### config.mk
export PLATFORM = sky130hd
export DESIGN_NAME = dds_spi_write_scheduler
export DESIGN_NICKNAME = d
export VERILOG_FILES = /design/src/rtl/dds_ctrl_pkg.sv /design/src/rtl/dds_spi_write_scheduler_rr_arbiter.sv /design/src/rtl/dds_spi_write_scheduler.sv
export SDC_FILE = /design/constraint.sdc
export NUM_CORES = 1
export LEC_CHECK = 0
export CAP_MARGIN = 5
export CORE_MARGIN = 2
export CORE_UTILIZATION = 35
export CTS_BUF_LIST = sky130_fd_sc_hd__clkbuf_16
export DETAILED_ROUTE_END_ITERATION = 12
export PLACE_DENSITY_LB_ADDON = 0.08
export SYNTH_ARGS = -nofsm -noshare
export SYNTH_HDL_FRONTEND = slang
export SYNTH_SLANG_ARGS = --single-unit
### constraint.sdc
create_clock -name SPI_clk -period 3.2 [get_ports SPI_clk]
set_input_delay 0.96 -clock SPI_clk [delete_from_list [all_inputs] [get_ports SPI_clk]]
set_output_delay 0.96 -clock SPI_clk [all_outputs]
set_load 0.005 [all_outputs]
### src/rtl/dds_ctrl_pkg.sv
// ----------------------------------------------------------------------------
// dds_ctrl_pkg
//   Shared constants for the DDS serial-write scheduler:
//     - 3-bit scheduler state encoding (IDLE/ISSUE/WAIT/UPDATE/DONE)
//     - ISSUE-phase timeout (cycles to wait for the writer to go busy)
//     - default byte-count width and maximum write length
//     - wrap_inc(): index increment modulo n, used for the round-robin pointer
// ----------------------------------------------------------------------------
package dds_ctrl_pkg;

  // Scheduler states. Kept as plain constants so the encoding is visible
  // in waveforms and matches older tooling that decodes the raw bits.
  localparam logic [2:0] ST_IDLE   = 3'd0;
  localparam logic [2:0] ST_ISSUE  = 3'd1;
  localparam logic [2:0] ST_WAIT   = 3'd2;
  localparam logic [2:0] ST_UPDATE = 3'd3;
  localparam logic [2:0] ST_DONE   = 3'd4;

  // Cycles wr_ready may stay up without the writer going busy before the
  // scheduler gives up on the transaction.
  localparam int ISSUE_TIMEOUT = 8;
  localparam int ISSUE_CNT_W   = $clog2(ISSUE_TIMEOUT);

  // Default writer geometry: byte count field width and max bytes per write.
  localparam int LENGTH_BIT_COUNT_DEF = 3;
  localparam int MAXLENGTH_DEF        = (1 << LENGTH_BIT_COUNT_DEF) - 1;

  // Increment idx, wrapping to 0 at n.
  function automatic int wrap_inc(input int idx, input int n);
    return (idx + 1 >= n) ? 0 : idx + 1;
  endfunction

endpackage

### src/rtl/dds_spi_write_scheduler_rr_arbiter.sv
// ----------------------------------------------------------------------------
// rr_arbiter
//   Purely combinational round-robin pick: the first asserted request at or
//   after ptr, searching upward and wrapping. The pointer register itself
//   lives in the parent so the parent decides when a grant is committed.
//
// Ports
//   req        in   NUM_REQ   request vector
//   ptr        in   IDX_W     highest-priority index for this pick
//   grant      out  NUM_REQ   one-hot winner (all zero when no request)
//   grant_idx  out  IDX_W     encoded winner index
//   valid      out  1         at least one request is asserted
// ----------------------------------------------------------------------------
module rr_arbiter
  import dds_ctrl_pkg::*;
#(
  parameter  int NUM_REQ = 4,
  localparam int IDX_W   = $clog2(NUM_REQ)
) (
  input  logic [NUM_REQ-1:0] req,
  input  logic [IDX_W-1:0]   ptr,
  output logic [NUM_REQ-1:0] grant,
  output logic [IDX_W-1:0]   grant_idx,
  output logic               valid
);

  // One extra bit so ptr + offset cannot overflow before the wrap.
  localparam int SUM_W = IDX_W + 1;

  logic [SUM_W-1:0] sum;
  logic [IDX_W-1:0] idx;

  always_comb begin
    // NOTE: every variable assigned here gets a default first, so no path
    // leaves one unassigned and no latch is inferred.
    grant     = '0;
    grant_idx = '0;
    valid     = 1'b0;
    sum       = '0;
    idx       = '0;
    for (int k = 0; k < NUM_REQ; k++) begin
      sum = {1'b0, ptr} + SUM_W'(k);
      if (sum >= SUM_W'(NUM_REQ)) begin
        sum = sum - SUM_W'(NUM_REQ);
      end
      idx = sum[IDX_W-1:0];
      // First hit in search order wins; later hits are ignored.
      if (!valid && req[idx]) begin
        grant[idx] = 1'b1;
        grant_idx  = idx;
        valid      = 1'b1;
      end
    end
  end

endmodule

### src/rtl/dds_spi_write_scheduler.sv
// ----------------------------------------------------------------------------
// dds_spi_write_scheduler
//   Shares one DDS serial register writer among NUM_REQ requesters with
//   round-robin arbitration and a single transaction in flight. For each
//   grant it presents bytes/data to the writer, raises wr_ready until the
//   writer reports busy, waits for the writer to finish, optionally strobes
//   io_update, then pulses done (and err on rejection) for the winner.
//   All logic runs on the posedge of SPI_clk; the writer runs on negedge.
//
// Configuration
//   DDS_IO_UPDATE_EN  defined: io_update is held high IOUPD_CYCLES cycles
//                     after every successful write (UPDATE state).
//                     undefined: no UPDATE state, io_update tied low.
//
// Ports
//   SPI_clk     in   1                  clock
//   reset_n     in   1                  async active-low reset
//   req         in   NUM_REQ            level requests, held until done
//   req_bytes   in   NUM_REQ*LBC        per-requester byte count, flat
//   req_data    in   NUM_REQ*MAXLENGTH8 per-requester MSB-first payload, flat
//   done        out  NUM_REQ            one-cycle completion pulse
//   err         out  NUM_REQ            one-cycle pulse with done on reject/stall
//   sched_busy  out  1                  high from grant until the done pulse
//   wr_bytes    out  LBC                writer byte count
//   wr_data     out  MAXLENGTH8         writer payload
//   wr_ready    out  1                  writer start handshake
//   wr_busy     in   1                  writer busy
//   io_update   out  1                  DDS IO_UPDATE strobe
// ----------------------------------------------------------------------------
module dds_spi_write_scheduler
  import dds_ctrl_pkg::*;
#(
  parameter int NUM_REQ          = 4,
  parameter int LENGTH_BIT_COUNT = LENGTH_BIT_COUNT_DEF,
  parameter int MAXLENGTH        = MAXLENGTH_DEF,
  parameter int MAXLENGTH8       = MAXLENGTH * 8,
  parameter int IOUPD_CYCLES     = 4
) (
  input  logic                              SPI_clk,
  input  logic                              reset_n,
  input  logic [NUM_REQ-1:0]                req,
  input  logic [NUM_REQ*LENGTH_BIT_COUNT-1:0] req_bytes,
  input  logic [NUM_REQ*MAXLENGTH8-1:0]     req_data,
  output logic [NUM_REQ-1:0]                done,
  output logic [NUM_REQ-1:0]                err,
  output logic                              sched_busy,
  output logic [LENGTH_BIT_COUNT-1:0]       wr_bytes,
  output logic [MAXLENGTH8-1:0]             wr_data,
  output logic                              wr_ready,
  input  logic                              wr_busy,
  output logic                              io_update
);

  localparam int IDX_W = $clog2(NUM_REQ);

  // Elaboration-time guard against inconsistent writer geometry.
  if (NUM_REQ < 2 || MAXLENGTH != (1 << LENGTH_BIT_COUNT) - 1 ||
      MAXLENGTH8 != MAXLENGTH * 8 || IOUPD_CYCLES < 1 || IOUPD_CYCLES > 255)
  begin : g_param_check
    $error("dds_spi_write_scheduler: inconsistent parameters");
  end

  logic [2:0]             state;
  logic [IDX_W-1:0]       ptr;
  logic [NUM_REQ-1:0]     winner;
  logic [ISSUE_CNT_W-1:0] issue_cnt;

  logic [NUM_REQ-1:0]          arb_grant;
  logic [IDX_W-1:0]            arb_idx;
  logic                        arb_valid;
  logic [LENGTH_BIT_COUNT-1:0] win_bytes;
  logic [MAXLENGTH8-1:0]       win_data;

  rr_arbiter #(
    .NUM_REQ (NUM_REQ)
  ) u_arb (
    .req       (req),
    .ptr       (ptr),
    .grant     (arb_grant),
    .grant_idx (arb_idx),
    .valid     (arb_valid)
  );

  // One-hot select of the winner's byte count and payload.
  always_comb begin
    win_bytes = '0;
    win_data  = '0;
    for (int i = 0; i < NUM_REQ; i++) begin
      if (arb_grant[i]) begin
        win_bytes = req_bytes[i*LENGTH_BIT_COUNT +: LENGTH_BIT_COUNT];
        win_data  = req_data[i*MAXLENGTH8 +: MAXLENGTH8];
      end
    end
  end

`ifdef DDS_IO_UPDATE_EN
  logic [7:0] upd_cnt;
`else
  assign io_update = 1'b0;
`endif

  // NOTE: all state below uses non-blocking assignments so every register
  // samples the pre-edge values regardless of statement order.
  always_ff @(posedge SPI_clk or negedge reset_n) begin
    if (!reset_n) begin
      state      <= ST_IDLE;
      ptr        <= '0;
      winner     <= '0;
      issue_cnt  <= '0;
      done       <= '0;
      err        <= '0;
      sched_busy <= 1'b0;
      wr_bytes   <= '0;
      wr_data    <= '0;
      wr_ready   <= 1'b0;
`ifdef DDS_IO_UPDATE_EN
      upd_cnt    <= '0;
      io_update  <= 1'b0;
`endif
    end else begin
      // done/err are single-cycle pulses; they are only set on the edge
      // that enters DONE.
      done <= '0;
      err  <= '0;

      case (state)
        ST_IDLE: begin
          // Never start while the writer is still finishing a transaction
          // that was orphaned by a reset.
          if (arb_valid && !wr_busy) begin
            ptr        <= IDX_W'(wrap_inc(int'(arb_idx), NUM_REQ));
            winner     <= arb_grant;
            wr_bytes   <= win_bytes;
            wr_data    <= win_data;
            sched_busy <= 1'b1;
            issue_cnt  <= '0;
            if (win_bytes == '0) begin
              state <= ST_DONE;
              done  <= arb_grant;
              err   <= arb_grant;
            end else begin
              state    <= ST_ISSUE;
              wr_ready <= 1'b1;
            end
          end
        end

        ST_ISSUE: begin
          // wr_ready drops on the first edge that sees busy, well before the
          // writer can return to idle and retrigger on a stale ready.
          if (wr_busy) begin
            wr_ready <= 1'b0;
            state    <= ST_WAIT;
          end else if (issue_cnt == ISSUE_CNT_W'(ISSUE_TIMEOUT - 1)) begin
            wr_ready <= 1'b0;
            state    <= ST_DONE;
            done     <= winner;
            err      <= winner;
          end else begin
            issue_cnt <= issue_cnt + 1'b1;
          end
        end

        ST_WAIT: begin
          if (!wr_busy) begin
`ifdef DDS_IO_UPDATE_EN
            state     <= ST_UPDATE;
            io_update <= 1'b1;
            upd_cnt   <= 8'(IOUPD_CYCLES - 1);
`else
            state <= ST_DONE;
            done  <= winner;
`endif
          end
        end

`ifdef DDS_IO_UPDATE_EN
        ST_UPDATE: begin
          // io_update rose on entry; the counter holds it for IOUPD_CYCLES.
          if (upd_cnt == '0) begin
            io_update <= 1'b0;
            state     <= ST_DONE;
            done      <= winner;
          end else begin
            upd_cnt <= upd_cnt - 1'b1;
          end
        end
`endif

        ST_DONE: begin
          // No grant from this state, so the finishing requester cannot be
          // re-granted on the same edge its done pulse is visible.
          sched_busy <= 1'b0;
          state      <= ST_IDLE;
        end

        default: state <= ST_IDLE;
      endcase
    end
  end

endmodule

[Word-level counts from Yosys, hierarchy flattened]
Cells that the tools add are included.
Word-level totals
  bits of input ports: 243
  register bits after elaboration: 81
  output and inout port bits: 70
  logic and storage cells: 131
Operators by class
  magnitude comparators: 13
  bitwise operators: 3
  mux-type cells: 65
  eq/ne operators: 10
  add/subtract/negate cells: 9
  reduce and logical (&&, ||, !) cells: 21
Operators by type and width (number)
  $mux W56: 4
  $mux W3: 12
  $mux W4: 9
  $mux W2: 9
  $mux W1: 17
  $ge A3 B3 Y1 const B: 4
  $lt A2 B3 Y1 const B: 4
  $or A4 B4 Y4: 3
  $pmux W4 S3: 1
  $ne A2 B2 Y1 const B: 5
  $pmux W3 S3: 1
  $bmux W1 S2: 4
  $demux W1 S2: 4
  $ge A2 B1 Y1 const B: 4
  $logic_and A1 B1 Y1: 8
  $pmux W4 S2: 1
  $reduce_and A4 Y1: 2
  $sub A2 B1 Y2 const B: 4
  $add A2 B1 Y3 const B: 2
  $add A2 B2 Y3 const B: 2
  $eq A3 B3 Y1 const B: 2
  $logic_not A3 Y1: 2
  $pmux W3 S2: 1
  $logic_not A1 Y1: 4
  other kinds (9): 12

[Longest topological paths before layout]
Gate-level depths: netlist (run 1).
  word-level depth: 22
  mapped depth: 16
  mapped depth without buffers: 10

[Modules after synthesis]
From an unflattened synthesis (run 1), not the netlist that was laid out.
Unflattened totals
  cells, all modules: 614
  area, all modules: 5505.3 µm²
Modules (own cells, without submodules)
  dds_spi_write_scheduler: cells an instance 569, times used 1, sequential area each 2026.9 µm², area each 5086.1 µm²
  rr_arbiter: cells an instance 45, times used 1, sequential area each 0.0 µm², area each 419.2 µm²

[Least setup slack after synthesis (run 1)]
No wires, ideal clock.
  path kind: input port to flip-flop
  start point: input port req[1]
  end point: register state[0]
  buffers on the path: 2
  arrival time: 3.297 ns
  path slack: -0.221 ns
  data required time: 3.076 ns
  stages: 10
  library setup time: 0.124 ns
  cell sequence: buf_2 -> mux4_2 -> buf_6 -> a31o_1 -> a221o_1 -> a22o_1 -> a32o_1 -> a221oi_4 -> a31oi_1 -> or2_1
On the way
  word-level cells in the longest chain between the ends: 20
  elaborated cells between the ends (all ways): 36
  those cells by class: eq/ne (1); mux (23); bitwise (3); reduce/logical (9)
Ends and longest elaborated chain
  start: declaration: line dds_spi_write_scheduler.sv:41  | input logic [NUM_REQ-1:0] req,
  $bmux W1 S2: line dds_spi_write_scheduler_rr_arbiter.sv:48  | if (!valid && req[idx]) begin
  $mux W1 (not written as such): line dds_spi_write_scheduler_rr_arbiter.sv:48
  $mux W1: line dds_spi_write_scheduler_rr_arbiter.sv:48
  $logic_not A1 Y1: line dds_spi_write_scheduler_rr_arbiter.sv:48
  $logic_and A1 B1 Y1: line dds_spi_write_scheduler_rr_arbiter.sv:48
  $mux W1: line dds_spi_write_scheduler_rr_arbiter.sv:48
  $logic_not A1 Y1: line dds_spi_write_scheduler_rr_arbiter.sv:48
  $logic_and A1 B1 Y1: line dds_spi_write_scheduler_rr_arbiter.sv:48
  $mux W1: line dds_spi_write_scheduler_rr_arbiter.sv:48
  $logic_not A1 Y1: line dds_spi_write_scheduler_rr_arbiter.sv:48
  $logic_and A1 B1 Y1: line dds_spi_write_scheduler_rr_arbiter.sv:48
  $mux W4: line dds_spi_write_scheduler_rr_arbiter.sv:48
  $mux W3 (4 in series): line dds_spi_write_scheduler.sv:89  | if (arb_grant[i]) begin
  $logic_not A3 Y1: line dds_spi_write_scheduler.sv:137  | if (win_bytes == '0) begin
  $mux W3: line dds_spi_write_scheduler.sv:137
  $mux W3: line dds_spi_write_scheduler.sv:130  | if (arb_valid && !wr_busy) begin
  $pmux W3 S3: line dds_spi_write_scheduler.sv:126  | case (state)
  end signal: assignment: line dds_spi_write_scheduler.sv:138  | state <= ST_DONE;
  end signal: assignment: line dds_spi_write_scheduler.sv:142  | state <= ST_ISSUE;
  end signal: assignment: line dds_spi_write_scheduler.sv:153  | state <= ST_WAIT;
  end: declaration: line dds_spi_write_scheduler.sv:63  | logic [2:0] state;
Parallel ways exist; a longest one is shown, timed or not. The select of a mux whose other input is x is not followed.
A chain may end at the register's enable or synchronous reset.

[Final worst setup path (run 1)]
  start point: input port req[3]
  end point: register done[3]
On the way
  word-level cells in the longest chain between the ends: 20
  elaborated cells between the ends (all ways): 34
  those cells by class: mux (23); bitwise (3); reduce/logical (8)
Ends and longest elaborated chain
  $bmux W1 S2: line dds_spi_write_scheduler_rr_arbiter.sv:48
  $mux W1 (not written as such): line dds_spi_write_scheduler_rr_arbiter.sv:48
  $mux W1: line dds_spi_write_scheduler_rr_arbiter.sv:48
  $logic_not A1 Y1: line dds_spi_write_scheduler_rr_arbiter.sv:48
  $logic_and A1 B1 Y1: line dds_spi_write_scheduler_rr_arbiter.sv:48
  $mux W1: line dds_spi_write_scheduler_rr_arbiter.sv:48
  $logic_not A1 Y1: line dds_spi_write_scheduler_rr_arbiter.sv:48
  $logic_and A1 B1 Y1: line dds_spi_write_scheduler_rr_arbiter.sv:48
  $mux W1: line dds_spi_write_scheduler_rr_arbiter.sv:48
  $logic_not A1 Y1: line dds_spi_write_scheduler_rr_arbiter.sv:48
  $logic_and A1 B1 Y1: line dds_spi_write_scheduler_rr_arbiter.sv:48
  $mux W4: line dds_spi_write_scheduler_rr_arbiter.sv:48
  $mux W3 (4 in series): line dds_spi_write_scheduler.sv:89
  $logic_not A3 Y1: line dds_spi_write_scheduler.sv:137
  $mux W4: line dds_spi_write_scheduler.sv:137
  $mux W4 (*): line dds_spi_write_scheduler.sv:130
  $pmux W4 S3 (*): line dds_spi_write_scheduler.sv:126
  end signal: assignment: line dds_spi_write_scheduler.sv:139  | done <= arb_grant;
  end signal: assignment: line dds_spi_write_scheduler.sv:157  | done <= winner;
  end signal: assignment: line dds_spi_write_scheduler.sv:172  | done <= winner;
  end: declaration: line dds_spi_write_scheduler.sv:44  | output logic [NUM_REQ-1:0] done,
Mark *: on every way between the ends. The rest lies on a longest branch, timed or not. The select of a mux whose other input is x is not followed.

==> results of run 1 <==
## worst max-delay path, delay by kind of cell
family	cells	cell delay (ns)
AOI/OAI and AO/OA	6	1.59
and+or+nand+nor	1	0.25
muxes	1	0.54
buffers and inverters	1	0.10
## cells by family (layout without fill, tap and decap cells)
logic type               Yosys count  after routing
multiplexers                      10             10
AND/OR/NAND/NOR                  132            132
AO/OA/AOI/OAI                    289            289
other                              1              1
buffers and inverters             68            392
flip-flops                        81             81
adder cells (fa/ha/maj)            7              7
## Yosys cell counts, types with 3 or more instances
library cell and instances:
a21boi_0 3, a21o_1 3, a21oi_1 7, a221oi_1 17
a221oi_2 41, a2bb2oi_1 57, buf_2 17, buf_6 6
clkbuf_1 37, dfrtp_1 81, ha_1 7, inv_1 6
mux2i_1 5, nand2_1 82, nand2b_1 6, nor2_1 14
nor2b_1 4, nor3_1 5, nor4_1 3, o21ai_0 84
o21ai_1 48, o22ai_1 3
## path summary, 6_finish.rpt
| kind | from | endpoint | slack, ns | cells past startpoint |
|---|---|---|---|---|
| setup / recovery | req[3] | done[3] | 0.02 | 9 |
| hold / removal | wr_data[6] | wr_data[6] | 0.48 | 2 |
| setup reg to reg | ptr[1] | done[3] | 0.08 | 11 |
| hold reg to reg | wr_data[6] | wr_data[6] | 0.48 | 2 |
| max in group asynchronous | reset_n | wr_data[48] | 1.96 | 2 |
| min in group asynchronous | reset_n | state[1] | 0.60 | 1 |
## power breakdown
group	total (mW)	internal [mW]	switching [mW]
registers	1.72	1.48	0.245
logic	8.08	4.09	3.98
clock network	1.17	0.755	0.412
total	11.0	6.32	4.64
## registers in the layout (all words and copies together), names as in the netlist, named ones only
register,flops
issue_cnt,3
state,3
wr_ready,1
wr_data,56
sched_busy,1
ptr,1
wr_bytes,3
winner,4
err,4
done,4
## cell type report
class | instances | area [sq um]
fillers | 1260 | 5610
repair buffers | 372 | 3720
multi-input cells | 439 | 3250
flip-flops and latches | 81 | 2030
well taps | 188 | 235
clock buffers | 9 | 225
clock inverters | 5 | 106
inverters | 6 | 22.5
## per-stage QoR
stage                     std cells  hold slack, ns  worst slack (ns)  TNS (ns)
after floorplan                 588           0.455            -0.144     -7.24
after global placement         1078           0.465            -0.784    -52.03
after detailed placement       1078           0.469            -0.970    -57.59
after CTS                      1098           0.482          -0.00347  -0.00347
after global routing           1100           0.492            -0.114     -1.70
final                          1100           0.477            0.0154         0
## routing by layer
layer / track usage [%] / vias up
li1: - / 2906
met3: 5.24 / 47
met5: 0 / -
met2: 44.8 / 244
met4: 11.5 / 0
met1: 31.9 / 2880
## timing repair
| action | in CTS | in global routing |
|---|---|---|
| endpoints found under the setup margin | 72 | 68 |
| setup buffers | 6 | 2 |
| hold endpoints to repair | 0 | 0 |
| hold buffers | 0 | 0 |
| pin swaps | 6 | 8 |
| resized for setup | 34 | 17 |
==> results.ini, run 1 <==
[status]
status=complete, no violations

[timing]
period_share_pct=99.5
max_freq_mhz=314
finClkSkew_ns=0.00904
rsz0062_at_grt=yes
tightest_slew_ns=0.756
slew_viol_final=0
hold_violations=0
finalCriticalPeriod_ns=3.18
slew_headroom_pct=49.2
setup_viol=0

[yosys]
syn-cell-area_sq_um=5450
synth_area_leaders=dfrtp_1, a221oi_2, a2bb2oi_1
ys_seq_area_share_pct=37.2
avgSynthCellArea_sq_um=9.28
syn_inst=588
synthArstFlopShare_pct=100
synth_edf_count=0
ys_ff_latch=81
synth_ff_type=dfrtp_1
yosysTopAreaCell=dfrtp_1
synth-adder-area-share_pct=1.61
synth_compound_area_share_pct=41.5
synthSimpleGateAreaFrac_pct=11.0
ys_types=58
yosysWarnings=0
synth_top_area_share_pct=37.2
synthXorXnorAreaFrac_pct=0
synth_top_family_by_area=compound AO/OA/AOI/OAI gates
synth.area.mux_share_pct=2.64
syn-num-nets=838

[global_route]
gr-total-overflow=0
grt_pass1_vias=6104
antenna_found_initial=0
grt_pass1_wl_um=33500
grt_max_degree=48
grt_usage_pct=26.1

[placed_design]
placed_area_sq_um=9080
gp_congestion=0.908
hpwl_um=17200
io_buffers=311

[route]
drc=0
wl_met2_um=11100
drt_iter0_drc=252
vias=6077
top_layer_used=met4
met1_length_um=8930
ant_nets=0
drt_first_pass_iters=5
vias_per_cell=5.52
wl_per_cell_um=20.1
wl_um=22100
met3_length_um=1230

[finish]
layout-drive-gt1-share_pct=16.9
final_cell_area_sq_um=9590
layout_common_cells=clkdlybuf4s50_1, o21ai_0, nand2_1
syn_to_final_growth_pct=75.9
final_nets=1159
n_antenna_cell=0
final_common_cell=clkdlybuf4s50_1
post-route-util_pct=63.1

[worst_setup_path]
end_kind=register
worstPathRequired_ns=3.46
crit_arrival_ns=3.45
cpMaxStageDelayCell=mux4_2
startpoint_type=input port
cp_cell_sequence=buf_8 > mux4_2 > a31o_1 > a221o_1 > a22o_1 > a32o_2 > a221oi_4 > nand4_4 > o21ai_2
critPathKind=input port to register
worst-path-max-fanout=8
cpPeakStageDelay_ns=0.54

[cts]
cts_root_buf=clkbuf_16
path_clk_slew_ns=0.06
cts_sinks=81
cts_tree=done
clock_path_buffers=2
cts_buffers=9
clock_latency_ns=0.34
h-tree-depth=3

[floorplan]
die_x_um=129
rows=45
coreArea_sq_um=15200
start_util_pct=35.9
ioPinCount=313
die_h_um=129
die-area_sq_um=16600

[power_and_ir_drop]
p_per_area_nw_per_um2=1140
p_total_mw=11.0
ir_worst_vdd_mv=0.637
p_leak_nw=3.88

[job]
max_cap_violations=0

[min_path]
worstHoldPathType=register to register

No activity file was read; power rests on OpenSTA's default activity.
==> run 2, diff against run 1 <==
Settings changed: SKIP_LAST_GASP set to 1.
==> results.ini, run 2 (synthesis results as in run 1) <==
[worst_setup_path]
startpoint=req[3]
endpoint=done[3]
worst-path-stages=9  ; unchanged
worst-path-buf-inv=1  ; unchanged
rrSetupSlack_ns=0.08  ; about the same
crit_family=compound AO/OA/AOI/OAI gates
worstPathRequired_ns=3.46  ; about the same
cp_cell_sequence=buf_8 > mux4_2 > a31o_1 > a221o_1 > a22o_1 > a32o_2 > a221oi_4 > nand4_4 > o21ai_2
end_kind=register
rr_worst_depth=9  ; -2
cpMaxStageDelayCell=mux4_2
worst-path-max-fanout=8  ; unchanged
crit_arrival_ns=3.45  ; about the same
startpoint_type=input port
r2r-end=done[3]
cpPeakStageDelay_ns=0.55  ; about the same
critPathKind=input port to register

[timing]
slew_viol_final=0  ; unchanged
period_share_pct=99.5  ; about the same
slew_headroom_pct=49.0  ; -0.24 points
setup_viol=0  ; unchanged
tightest_slew_ns=0.759  ; +0.00360 ns
finClkSkew_ns=0.00716  ; -0.00188 ns
finalCriticalPeriod_ns=3.18  ; -0.00107 ns
max_freq_mhz=314  ; about the same
hold_violations=0  ; unchanged
rsz0062_at_grt=yes
whs_ns=0.477  ; -0.000142 ns

[floorplan]
rows=45  ; unchanged
start_util_pct=35.9  ; unchanged
die-area_sq_um=16600  ; unchanged
coreArea_sq_um=15200  ; unchanged
die_x_um=129  ; unchanged
ioPinCount=313  ; unchanged
die_h_um=129  ; unchanged

[global_route]
gr-total-overflow=0  ; unchanged
antenna_found_initial=0  ; unchanged
grt_usage_pct=26.1  ; unchanged
grt_pass1_wl_um=33500  ; unchanged
grt_pass1_vias=6104  ; unchanged
grt_max_degree=48  ; unchanged

[power_and_ir_drop]
p_leak_nw=3.88  ; about the same
p_total_mw=11.0  ; about the same
ir_worst_vdd_mv=0.637  ; about the same
p_per_area_nw_per_um2=1140  ; about the same

[status]
status=complete, no violations

[cts]
path_clk_slew_ns=0.06  ; about the same
h-tree-depth=3  ; unchanged
cts_buffers=9  ; unchanged
cts_root_buf=clkbuf_16
clock_path_buffers=2  ; unchanged
cts_sinks=81  ; unchanged
cts_tree=done
clock_latency_ns=0.34  ; about the same

[placed_design]
placed_cells=1078  ; unchanged
io_buffers=311  ; unchanged
hpwl_um=17200  ; unchanged
gp_congestion=0.908  ; unchanged

[route]
wl_um=22100  ; +0.13%
drt_iter0_drc=251  ; -0.40%
wl_per_cell_um=20.1  ; +0.13%
drt_first_pass_iters=4  ; -1
vias_per_cell=5.52  ; about the same
ant_nets=0  ; unchanged
drc=0  ; unchanged
vias=6071  ; -0.099%

[finish]
layout_common_cells=clkdlybuf4s50_1, o21ai_0, nand2_1
stdcell_count=1100  ; unchanged
syn_to_final_growth_pct=75.8  ; about the same
fill_cells=1259  ; -0.079%
final_common_cell=clkdlybuf4s50_1
final_nets=1159  ; unchanged
top_register=wr_data
largest_reg_flops=56  ; unchanged
layout-drive-gt1-share_pct=16.8  ; -0.11 points
n_antenna_cell=0  ; unchanged
regArea_sq_um=2030  ; unchanged
multi_input_area_sq_um=3250  ; -0.19%

[min_path]
worstHoldPathType=register to register

[job]
max_cap_violations=0  ; unchanged

[run 2: cell type report]
class	count	share of cell area, %
Sequential cell	81	21.1
Multi-Input combinational cell	439	33.9
Tap cell	188	2.45
Inverter	6	0.235
Timing Repair Buffer	372	38.8
Clock buffer	9	2.35
Clock inverter	5	1.11
[run 2: where the power goes]
part	switching, mW	total [mW]	internal (mW)
Combinational	3.98	8.07	4.09
Sequential	0.245	1.72	1.48
Clock	0.415	1.17	0.755
[run 2: stage by stage]
stage               area, sq um   TNS, ns  utilization, %  worst slack (ns)
floorplan                  5470     -7.24               -            -0.144
global placement           9080    -52.03            59.7            -0.784
detailed placement         9080    -57.59            59.7            -0.970
CTS                        9510  -0.00347            62.5          -0.00347
global route               9590     -1.76            63.1            -0.113
finish                     9590         0            63.1            0.0165
[run 2: repair_timing]
action / CTS / global route
hold buffers: 0 / 0
resized for setup: 34 / 16
endpoints found under the setup margin: 72 / 68
setup buffers: 6 / 2
pin swaps: 6 / 8
[run 2: tightest hold or removal path, cell delays in order, from the launching register on]
cell and delay (ns):
dfrtp_1 0.34, nand2_1 0.04, o21ai_0 0.06
[run 2: metal layers]
metal	up-vias	track usage (%)	part of all wire, %
li1	2905	-	-
met1	2870	31.9	41
met2	249	44.8	50
met3	47	5.24	5.7
met4	0	11.5	3.7
met5	-	0	0
[run 2: how the worst min path moves through the flow]
stage	endpoint	start	cells past startpoint
detailed placement	wr_data[1]	wr_data[1]	2
CTS	wr_data[6]	wr_data[6]	2
floorplan	issue_cnt[2]	issue_cnt[2]	2
finish	wr_data[6]	wr_data[6]	2
global placement	wr_data[13]	wr_data[13]	2
global route	wr_data[6]	wr_data[6]	2
==> run 3, diff against run 2 <==
Settings changed: CORE_UTILIZATION 35 to 39.
Clock period 3.2 ns to 3.6 ns, I/O delays scaled along.
==> results.ini, run 3 (synthesis results as in run 1) <==
[status]
status=complete, no violations

[timing]
tightest_slew_ns=1.02  ; +0.256 ns
slew_viol_final=0  ; unchanged
hold_violations=0  ; unchanged
slew_headroom_pct=32.3  ; -17 points
period_share_pct=100
finClkSkew_ns=0.0102  ; +0.00305 ns
max_freq_mhz=278
whs_ns=0.474  ; -0.00334 ns
fin_setup_tns_ns=0  ; unchanged
setup_viol=0  ; unchanged
finalCriticalPeriod_ns=3.60
layout_setup_ws_ns=0.00131  ; -0.0151 ns

[floorplan]
coreArea_sq_um=13800  ; -9.4%
die-area_sq_um=14900  ; -9.9%
start_util_pct=39.6  ; +3.7 points
die_h_um=122  ; -5.1%
ioPinCount=313  ; unchanged
die_x_um=122  ; -5.1%
rows=43  ; -4.4%

[global_route]
grt_pass1_vias=6166  ; +1.0%
grt_usage_pct=27.2  ; +1.1 points
grt_max_degree=82  ; +71%
grt_pass1_wl_um=31600  ; -5.7%
gr-total-overflow=0  ; unchanged
antenna_found_initial=0  ; unchanged

[placed_design]
io_buffers=311  ; unchanged
placed_area_sq_um=9030  ; -0.56%
gp_congestion=0.923  ; +1.6%
placed_cells=1065  ; -1.2%
hpwl_um=16400  ; -4.4%
pre_cts_slack_ns=-0.624  ; +0.346 ns

[worst_setup_path]
cpPeakStageDelay_ns=0.54  ; about the same
worstPathRequired_ns=3.80  ; +0.34 ns
end_kind=register
cpMaxStageDelayCell=mux4_2
critPathKind=input port to register
crit_arrival_ns=3.80  ; +0.35 ns
cp_cell_sequence=dlygate4sd2_1 > mux4_2 > a31o_1 > a221o_1 > buf_4 > a22oi_2 > nor2_4 > buf_12 > a221oi_1 > a2bb2oi_1 > o21ai_0
worst-path-max-fanout=16  ; +8
startpoint_type=input port

[finish]
final_nets=1152  ; -0.60%
top_register=wr_data
n_antenna_cell=0  ; unchanged
syn_to_final_growth_pct=74.8
final_cell_area_sq_um=9530  ; -0.56%
fill_cells=1098  ; -13%
final_common_cell=clkdlybuf4s50_1
stdcell_count=1087  ; -1.2%
layout_common_cells=clkdlybuf4s50_1, o21ai_0, nand2_1
regArea_sq_um=2030  ; unchanged
largest_reg_flops=56  ; unchanged
layout-drive-gt1-share_pct=16.3  ; -0.46 points
multi_input_area_sq_um=3250  ; about the same

[route]
wl_um=21600  ; -2.3%
vias_per_cell=5.67  ; +2.8%
wl_per_cell_um=19.9  ; -1.2%
vias=6167  ; +1.6%
drt_iter0_drc=249  ; -0.80%
drt_first_pass_iters=4  ; unchanged
drc=0  ; unchanged
ant_nets=0  ; unchanged

[power_and_ir_drop]
p_per_area_nw_per_um2=1040  ; -8.9%
clkPwrFrac_pct=11.3  ; +0.6 points
net-switching-power_mw=4.20  ; -9.6%
p_leak_nw=3.86  ; -0.62%
ir_worst_vdd_mv=0.684  ; +7.4%
internal_power_mw=5.74  ; -9.2%
pwr-share-seq_pct=15.4  ; -0.3 points
p_comb_share_pct=73.3  ; -0.3 points
netSwitchingFraction_pct=42.2  ; -0.11 points

[cts]
hold_buffers=0  ; unchanged
path_clk_slew_ns=0.07  ; about the same
cts_sinks=81  ; unchanged
clock_latency_ns=0.33  ; about the same
cts_root_buf=clkbuf_16
cts_buffers=9  ; unchanged
h-tree-depth=3  ; unchanged
cts_tree=done
clock_path_buffers=2  ; unchanged

[min_path]
worstHoldPathType=register to register

[job]
max_cap_violations=0  ; unchanged

-- run 3: critical path: cells and delay by family --
family                 cells  cell delay, ns
AO/OA/AOI/OAI              6            1.45
AND/OR/NAND/NOR            1            0.11
buffers and inverters      3            0.62
multiplexers               1            0.54
-- run 3: timing repair --
| action | CTS | global route |
|---|---|---|
| gates resized for setup | 13 | 18 |
| setup buffers | 1 | 5 |
| pin swaps | 2 | 9 |
| endpoints found under the setup margin | 70 | 22 |
-- run 3: cell type report --
| class | count | area share (%) |
|---|---|---|
| repair buffers | 365 | 38.2 |
| multi-input cells | 439 | 34.1 |
| flip-flops and latches | 81 | 21.3 |
| clock buffers | 9 | 2.36 |
| well taps | 180 | 2.36 |
| clock inverters | 7 | 1.48 |
| inverters | 6 | 0.236 |
-- run 3: power groups by stage --
stage,Sequential [mW],Combinational (mW),Clock (mW)
floorplan,1.55,4.31,0
global placement,1.54,6.83,0
detailed placement,1.55,7.01,0
CTS,1.54,7.12,1.13
global route,1.58,7.81,1.18
finish,1.53,7.28,1.12
-- run 3: per-stage QoR --
step                total power, mW  util, %
global placement               8.36     65.6
detailed placement             8.56     65.6
floorplan                      5.86        -
global route                   10.6     69.2
CTS                            9.80     68.5
finish                         9.93     69.2
-- run 3: routing by layer --
| metal | share of wire, % | wire length [um] | track usage (%) | vias up |
|---|---|---|---|---|
| met5 | 0 | 0 | 0 | - |
| met3 | 7.5 | 1620 | 6.09 | 44 |
| met1 | 37 | 8080 | 30.0 | 2957 |
| li1 | - | - | - | 2892 |
| met4 | 2.9 | 637 | 10.3 | 0 |
| met2 | 52 | 11300 | 50.6 | 274 |
-- run 3: worst paths after layout --
check,startpoint,endpoint,slack [ns],cells after the start
worst max-delay path,req[0],wr_data[6],0.001,11
worst min-delay path,wr_data[4],wr_data[4],0.47,2
worst max register to register,register,wr_data[6],0.39,13
worst min register to register,wr_data[4],wr_data[4],0.47,2
max in group asynchronous,reset_n,asynchronous set/reset pin,2.02,1
min in group asynchronous,reset_n,wr_data[50],0.89,1
==> patch (settings of run 2) <==
`NUM_REQ` is set to 4 in 2 places; all go to 2.
--- a/src/rtl/dds_spi_write_scheduler_rr_arbiter.sv
+++ b/src/rtl/dds_spi_write_scheduler_rr_arbiter.sv
@@ -14,7 +14,7 @@
 module rr_arbiter
   import dds_ctrl_pkg::*;
 #(
-  parameter  int NUM_REQ = 4,
+  parameter  int NUM_REQ = 2,
   localparam int IDX_W   = $clog2(NUM_REQ)
 ) (
   input  logic [NUM_REQ-1:0] req,
--- a/src/rtl/dds_spi_write_scheduler.sv
+++ b/src/rtl/dds_spi_write_scheduler.sv
@@ -30,7 +30,7 @@
 module dds_spi_write_scheduler
   import dds_ctrl_pkg::*;
 #(
-  parameter int NUM_REQ          = 4,
+  parameter int NUM_REQ          = 2,
   parameter int LENGTH_BIT_COUNT = LENGTH_BIT_COUNT_DEF,
   parameter int MAXLENGTH        = MAXLENGTH_DEF,
   parameter int MAXLENGTH8       = MAXLENGTH * 8,
Ports: changed (5 resized); port bits go from 313 to 189. No check against the original RTL was run, so the function may have changed too.
==> patch against run 2 <==
- worst setup slack gained 730 ps
- clock power shrank 25%
- synthesized cell count shrank 44%
- largest cell class unchanged
- power shrank 58%
- sequential power shrank 6%
- combinational power shrank 73%
- core utilization shrank 4.2 points
- routed wire length shrank 53%
- non-clock buffer count shrank 176
- count of clock-buffer cells in the layout is the same
- area after synthesis shrank 36%
- sequential cell count shrank 7
- design area shrank 40%
- first-iteration DRC count shrank 33%
==> patch: results (changes against run 2) <==
CTS H-tree lvls 3 (unchanged); post-synth net total 456 (was 838); share of cells above drive strength 1 10.1% (was 16.8%); Post-CTS Setup Repair Bufs 0 (was 6); Biggest register wr_data (unchanged); clk buf depth 2 (unchanged); GRT Total Usage 19.5% (was 26.1%); Hold WC Path Type reg2reg (unchanged); PortBufs 187 (was 311); dominant cells by area after synthesis dfrtp_1 53%, nor2_1 13%, a221oi_2 10%, a221oi_1 9.1%, buf_6 2.3% (was dfrtp_1 37%, a221oi_2 11%, a2bb2oi_1 9.2%, o21ai_0 7.7%, nand2_1 5.6%); Pleak 2.35 nW (was 3.88 nW); Post-synth ARST share 100% (unchanged); first-pass GRT wire length 16,700 um (was 33,500 um); vias in the first global route 3,143 (was 6,104); nets 635 (was 1,159); max FFs per register 56 (unchanged); drt pass-1 iters 4 (unchanged); Seq/Total Area, Yosys 53.4% (was 37.2%); initial antenna violation count 0 (unchanged); Placer Congestion 0.769 (was 0.908); clk_lat worst skew 320 ps (was 340 ps); largest net degree at the start of global routing 75 (was 48); Worst R2R Path Depth 5 (was 9); CP arrival 2650 ps (was 3450 ps); Clock transition at path regs 60 ps (about the same); remaining global-route overflow 0 (unchanged); clk_skew 5.94 ps (was 7.16 ps); drt initial violations 167 (was 251); status finished, final reports clean (unchanged); Ys Warns 0 (unchanged); total number of vias 3,170 (was 6,071); Synth top cells by count 124 x nor2_1, 74 x dfrtp_1, 36 x a221oi_1, 23 x a221oi_2, 15 x buf_2 (was 84 x o21ai_0, 82 x nand2_1, 81 x dfrtp_1, 57 x a2bb2oi_1, 48 x o21ai_1); maximum vdd drop 0.376 mV (was 0.637 mV); relative slew slack 37.3% (was 49.0%); clk root buf clkbuf_16 (unchanged); CTS resizes 0 (was 34); CP max-delay cell clkdlybuf4s50_1 (was mux4_2); worst reg2reg endpoint wr_data[40] (was done[3]); Ant. Diodes 0 (unchanged); crit path from req[0] (was req[3]); dpl hpwl 7410 um (was 17,200 um); Yosys cell types 31 (was 58); routed wire length per instance 16.1 um (was 20.1 um); CP Max Fanout 22 (was 8); Crit Path Category in2reg (unchanged); R2R setup slack 1380 ps (was 80 ps); CP top delay family buffers and inverters (was compound AO/OA/AOI/OAI gates); CTS Buf Count 9 (unchanged); slowest stage delay, CP 520 ps (was 550 ps)
-- patch: layout make-up --
type | instances | area [sq um]
fillers | 862 | 3980
repair buffers | 196 | 1990
flip-flops and latches | 74 | 1850
multi-input cells | 227 | 1430
clock buffers | 9 | 225
well taps | 133 | 166
clock inverters | 7 | 37.5
inverters | 2 | 7.51
-- patch: cells by family (layout without fill, tap and decap cells) --
family	after synthesis	count (layout)	share of synthesized area, %
other cells	1	1	0.108
compound gates	76	76	22.6
buf+inv	30	214	5.63
fa+ha+maj	2	2	0.722
mux	1	1	0.325
flops	74	74	53.4
simple gates	147	147	17.2
-- patch: per-layer routing --
| metal | routed length, um | vias to the layer above | GRT usage (%) |
|---|---|---|---|
| met5 | 0 | - | 0 |
| met2 | 5090 | 106 | 32.2 |
| li1 | - | 1558 | - |
| met3 | 604 | 12 | 5.48 |
| met1 | 4560 | 1494 | 24.9 |
| met4 | 176 | 0 | 6.27 |
-- patch: power by group --
part	switching, mW	internal [mW]	total (mW)	leakage [nW]
clock network	0.368	0.514	0.883	0.131
registers	0.229	1.38	1.61	0.865
logic	0.928	1.23	2.16	1.36
total	1.53	3.13	4.66	2.35
-- patch: worst reg2reg max path, delay by kind of cell, from the launching register on --
kind / cells / cell delay, ps
AND/OR/NAND/NOR: 3 / 590
buffers and inverters: 1 / 270
AO/OA/AOI/OAI: 1 / 400
flip-flops: 1 / 430
-- patch: worst min-delay path by stage --
stage / to / from / slack, ps / depth (start not counted)
after floorplan: issue_cnt[1] / issue_cnt[1] / 470 / 1
after global placement: wr_data[11] / wr_data[11] / 490 / 2
after detailed placement: done[1] / winner[1] / 490 / 1
after CTS: issue_cnt[1] / issue_cnt[1] / 510 / 1
after global routing: wr_data[10] / wr_data[10] / 530 / 2
final: issue_cnt[1] / issue_cnt[1] / 500 / 1
-- patch: through the flow --
stage	setup WS, ps	hold slack, ps	instances	utilization [%]	area (sq um)
floorplan	1210	470	331	-	3470
global placement	460	490	632	56.2	5440
detailed placement	400	491	632	56.2	5440
CTS	747	509	648	58.9	5700
global route	654	528	648	58.9	5700
finish	744	505	648	58.9	5700
